--- src/rtl/register_file.sv ---
// Integer register file: two combinational read ports, one synchronous write port, x0 hardwired to zero.
// Latency: reads are zero-cycle combinational; writes become visible the cycle after the commit edge.
// Backpressure: none; a write is accepted every cycle that wr_en is high and rst is low.
module register_file #(
  parameter int REG_WIDTH = 32,
  parameter int REG_COUNT = 32,
  parameter bit BYPASS    = 1'b1
) (
  input  logic                 clk,
  input  logic                 rst,
  input  logic [4:0]           rs1_addr,
  input  logic [4:0]           rs2_addr,
  output logic [REG_WIDTH-1:0] rs1_data,
  output logic [REG_WIDTH-1:0] rs2_data,
  input  logic                 wr_en,
  input  logic [4:0]           rd_addr,
  input  logic [REG_WIDTH-1:0] wr_data,
  output logic [15:0]          wr_count
);

  // Six bits so that REG_COUNT = 32 is representable for the range compare.
  localparam logic [5:0] COUNT_W = 6'(REG_COUNT);

  // Entry 0 has no storage at all; it is produced as a constant on the read side.
  logic [REG_WIDTH-1:0] regs_q [1:REG_COUNT-1];
  logic [REG_WIDTH-1:0] regs_d [1:REG_COUNT-1];
  logic [15:0]          wr_count_q;
  logic [15:0]          wr_count_d;

  logic rs1_ok;
  logic rs2_ok;
  logic wr_commit;

  // Address qualification: x0 and out-of-range addresses never hit storage.
  always_comb begin
    rs1_ok    = (rs1_addr != 5'd0) && ({1'b0, rs1_addr} < COUNT_W);
    rs2_ok    = (rs2_addr != 5'd0) && ({1'b0, rs2_addr} < COUNT_W);
    wr_commit = wr_en && (rd_addr != 5'd0) && ({1'b0, rd_addr} < COUNT_W);
  end

  // Next-state: the single write port updates at most one entry and bumps the counter.
  always_comb begin
    regs_d     = regs_q;
    wr_count_d = wr_count_q;
    if (wr_commit) begin
      for (int i = 1; i < REG_COUNT; i++) begin
        if (rd_addr == 5'(i)) begin
          regs_d[i] = wr_data;
        end
      end
      wr_count_d = wr_count_q + 16'd1;
    end
  end

  // Storage and counter; reset clears everything immediately, independent of clk.
  always_ff @(posedge clk or posedge rst) begin
    if (rst) begin
      for (int i = 1; i < REG_COUNT; i++) begin
        regs_q[i] <= '0;
      end
      wr_count_q <= '0;
    end else begin
      for (int i = 1; i < REG_COUNT; i++) begin
        regs_q[i] <= regs_d[i];
      end
      wr_count_q <= wr_count_d;
    end
  end

  // Read muxes with optional write-through bypass; rst forces both ports to zero.
  always_comb begin
    rs1_data = '0;
    rs2_data = '0;
    for (int i = 1; i < REG_COUNT; i++) begin
      if (rs1_addr == 5'(i)) begin
        rs1_data = regs_q[i];
      end
      if (rs2_addr == 5'(i)) begin
        rs2_data = regs_q[i];
      end
    end
    if (BYPASS && wr_en && (rd_addr == rs1_addr)) begin
      rs1_data = wr_data;
    end
    if (BYPASS && wr_en && (rd_addr == rs2_addr)) begin
      rs2_data = wr_data;
    end
    if (rst || !rs1_ok) begin
      rs1_data = '0;
    end
    if (rst || !rs2_ok) begin
      rs2_data = '0;
    end
  end

  assign wr_count = wr_count_q;

endmodule

--- config.mk ---
export PLATFORM = sky130hd
export DESIGN_NAME = register_file
export DESIGN_NICKNAME = d
export VERILOG_FILES = /design/src/rtl/register_file.sv
export SDC_FILE = /design/constraint.sdc
export NUM_CORES = 2
export LEC_CHECK = 0
export BUFFER_PORTS_ARGS = -buffer_cell sky130_fd_sc_hd__buf_2
export CAP_MARGIN = 20
export CORE_UTILIZATION = 30
export CTS_CLUSTER_SIZE = 14
export DETAILED_ROUTE_END_ITERATION = 8
export GPL_TIMING_DRIVEN = 1
export PLACE_DENSITY = 0.47
export SKIP_LAST_GASP = 1
export SYNTH_ARGS = -nofsm -noshare
export SYNTH_HDL_FRONTEND = slang
export SYNTH_SLANG_ARGS = --single-unit
--- constraint.sdc ---
create_clock -name clk -period 61.4 [get_ports clk]
set_clock_uncertainty 0.05 [all_clocks]
set_input_delay 3.07 -clock clk [delete_from_list [all_inputs] [get_ports clk]]
set_output_delay 3.07 -clock clk [all_outputs]
set_load 0.05 [all_outputs]
# After elaboration in Yosys (flattened, before gate mapping)
# Index checks and enable logic that the tools add are counted.
# Widths: inputs -> output; s select.
[classes] order_cmp=0 n_eq_ne=95 n_mux=66 div_mod_pow=0 reduce_logical=41 bitwise_logic=0 add_sub_neg=1 multipliers=0 n_shift=0
[op_table] op="$mux 32" n=66
[op_table] op="$eq 5x5->1 const B" n=48
[op_table] op="$eq 5x4->1 const B" n=24
[op_table] op="$reduce_and 2->1" n=31
[op_table] op="$eq 5x3->1 const B" n=12
[op_table] op="$eq 5x2->1 const B" n=6
[op_table] op="$add 16x1->16 const B" n=1
[op_table] op="$eq 5x1->1 const B" n=3
[op_table] op="$reduce_bool 5->1" n=3
[op_table] op="$eq 5x5->1" n=2
[op_table] op="$logic_and 1x1->1" n=3
[op_table] op="$logic_not 1->1" n=2
[op_table] op="$logic_or 1x1->1" n=2
[word_totals] in_bits=50 latchBits=0 rom_bits=0 register_bits=1008 ramBits=0 out_inout_bits=80 n_memories=0 elab_cells=235

# Depth between registers and ports, before layout
[logic_depth] depth_word=34 depth_mapped=12 depth_no_buf=8

# Worst setup path after synthesis
# OpenSTA, ideal clock, no wires.
[synth_path] path_kind="input-to-output" startpoint="input rst" endpoint="output rs1_data[15]" arrival_ns=31.869 path_buffers=0 setup_slack_ns=26.411 path_stages=3 required_time_ns=58.280 path_cell_list="inv_1 o21ai_0 a211oi_1"
[synth_between] elab_chain_cells=2
[synth_lines] item="from (decl)" line="10" text="input logic rst,"
[synth_lines] item="$logic_or 1x1->1" line="88" text="if (rst || !rs1_ok) begin"
[synth_lines] item="$mux 32" line="88"
[synth_lines] item="to (decl)" line="13" text="output logic [REG_WIDTH-1:0] rs1_data,"
# No other way between the ends.

# Worst setup path after layout
[layout_path] startpoint="input rs1_addr[2]" endpoint="output rs1_data[11]"
[layout_between] elab_chain_cells=34 elab_cells_between_ends=69 classes_between="eq/ne: 32; mux: 33; reduce/logical: 4"
[layout_lines] item="from (decl)" line="11" text="input logic [4:0] rs1_addr,"
[layout_lines] item="$eq 5x1->1" line="75" text="if (rs1_addr == 5'(i)) begin"
[layout_lines] item="$mux 32 (31 in a row)" line="75"
[layout_lines] item="$mux 32" line="82" text="if (BYPASS && wr_en && (rd_addr == rs1_addr)) begin"
[layout_lines] item="$mux 32 *" line="88"
# Every way passes the cells marked *; elsewhere a longest branch is shown, timed or not.

==> flow_summary.toml <==
[run_status]
status = "complete, but fails checks"
violations = "DRC"

[routing]
first_pass_iters = 9
wl_met3_um = 46200
wl_met1_um = 133000
routed_wl_um = 368000
detail_route.wl_per_cell_um = 48.7
drc = 9
highest_layer = "met5"
num_vias = 53800
met2_length_um = 150000
ant_nets = 0
routed_via_density = 7.12
detail_route.iter0.violations = 10100

[placement]
placed_cells = 7298
dpl-instance-area_um2 = 58400
place_hpwl_um = 241000
gp_congestion = 1.04
port_buffers = 129

[yosys]
yosysUniqueCellTypes = 88
syn-cell-area_um2 = 54700
synth_top_cell_area_share_pct = 46.1
synth_top_area_cell = "dfrtp_1"
synth_edf_count = 0
seq_area_frac_synth_pct = 46.1
synth_async_sr_flop_share_pct = 100
ys.warnings.count = 0
yosysMostFrequentCell = "dfrtp_1"
synthCells = 5062
synth_nets = 5113
ys.flop_type = "dfrtp_1"
synth.avg_cell_area_um2 = 10.8
synth_area_leaders = "dfrtp_1 (46%), mux2_2 (21%), a22oi_1 (4.7%)"
ys_seq_elements = 1008
synth_common_cells = "dfrtp_1 (1008), mux2_2 (1003), a22oi_1 (343)"

[global_routing]
grt_start_max_net_pins = 153
antenna_found_initial = 48
grt_usage_pct = 39.0
grt_pass1_wl_um = 485000
overflow = 0
grt_pass1_vias = 51000

[floorplanning]
die_h_um = 429
dieArea_um2 = 184000
row_count = 156
fp.dieW_um = 429
io_pins = 130
coreArea_um2 = 181000
start_util_pct = 30.2

[power]
powerDensity_nw_per_um2 = 33.5
power.leakage_uw = 0.0263
irDropWorstVdd_mv = 0.0254

[clock_network]
hold_buffers = 0
clock_path_buffers = 3
clk_latency_ns = 0.80
cts_buffers = 118
h-tree-depth = 3
cts_resized = 0
cts_tree = "done"
clockRootBuffer = "clkbuf_16"
cts.sinks = 1008
clk_pin_slew_ns = 0.06
postCtsSetupRepairBufs = 0

[worst_setup_path]
cp_common_cell = "buf_4"
r2r_start = "wr_count[5]$_DFFE_PP0P_"
arrival_ns = 8.28
worst-setup-path-type = "in2out"
end_kind = "primary output"
path_delay_family = "simple AND/OR/NAND/NOR gates"
path_cells = "buf_2, buf_4, buf_4, or3b_1, nor2_4, buf_4, a22oi_1, nand4_1, nor2_1, nor3_1, nor4_1, o22ai_1, buf_2"
slowest_delay_ns = 0.92
worst-path-buf-inv = 5
worstPathMaxFanout = 37
worstPathRequired_ns = 58.28
crit_path_start = "rs1_addr[2]"
crit_path_start_kind = "input pin"
cp_slowest_cell = "nor3_1"

[layout]
fin_area_um2 = 62700
fin_nets = 5113
drive_above_1_share_pct = 33.1
fin_cells = 7554
area_delta_synth_final_pct = 14.7
fin_util_pct = 34.7

[timing]
whs_ns = 0.422
rsz0062_at_grt = "false"
setup_viol = 0
hold_viol_final = 0
slew_headroom_pct = 7.14
min_period_ns = 11.40
tightest_slew_ns = 1.39
max_freq_ghz = 0.0877
timing.final.crit_share_pct = 18.6
finalSetupTns_ns = 0
finalMaxSlewViolations = 0

[run]
cap_violations = 0

[hold_path]
min_from = "wr_count[15]$_DFFE_PP0P_"
hold_path.class = "reg2reg"
final timing paths:
kind / endpoint / slack, ns / cells after the start
worst max-delay path: rs1_data[11] / 50.00 / 13
worst min-delay path: wr_count[15]$_DFFE_PP0P_ / 0.42 / 1
worst max register to register: wr_count[15]$_DFFE_PP0P_ / 59.85 / 6
worst min register to register: wr_count[15]$_DFFE_PP0P_ / 0.42 / 1
max in group asynchronous: wr_count[9]$_DFFE_PP0P_ / 55.74 / 5
min in group asynchronous: regs_q[79]$_DFFE_PP0P_ / 2.45 / 2
state kept, by name, indices dropped and copies added, names as in the netlist:
register / count
regs_q: 992
wr_count: 16
routing by layer:
layer	vias up	track usage [%]
met5	-	0.0781
met4	40	33.2
met3	1686	14.9
met2	4985	54.8
met1	27700	46.6
li1	19300	-
per-stage QoR:
step | setup WS (ns) | power (uW)
after global placement | 50.44 | 1310
after CTS | 50.40 | 2080
final | 50.00 | 2100
after floorplan | 26.41 | 1120
after global routing | 50.33 | 2140
after detailed placement | 50.40 | 1310
kinds of logic after synthesis:
logic type / Yosys count / share of synthesized area, %
AOI/OAI and AO/OA: 1492 / 18.8
adders and majority gates: 1 / 0.0229
buffers and inverters: 507 / 4.08
and+or+nand+nor: 956 / 8.55
muxes: 1073 / 22.0
DFF: 1008 / 46.1
xor gates and xnor gates: 25 / 0.400
cell usage in the layout (no fill, tap or decap), drive strengths merged, types with 74 or more instances in the layout:
master,count
o22ai,74
buf,366
o21ai,259
a21oi,287
nor3,90
dfrtp,1008
nand3,86
clkbuf,175
mux2,1003
nand2,283
nor2,248
a221oi,112
a22oi,343
final cells by class:
class | count | area (um2)
diodes | 23 | 57.6
flip-flops and latches | 1008 | 25200
clock buffers | 171 | 3410
clock inverters | 48 | 703
fillers | 18200 | 118000
well taps | 2370 | 2970
inverters | 17 | 71.3
repair buffers | 370 | 2570
multi-input cells | 3547 | 27700
where the power goes:
group,switching (uW),leakage (uW),internal [uW]
Combinational,223,0.0114,149
Clock,321,0.00201,448
Sequential,168,0.0129,794
No activity file was read; power rests on OpenSTA's default activity.
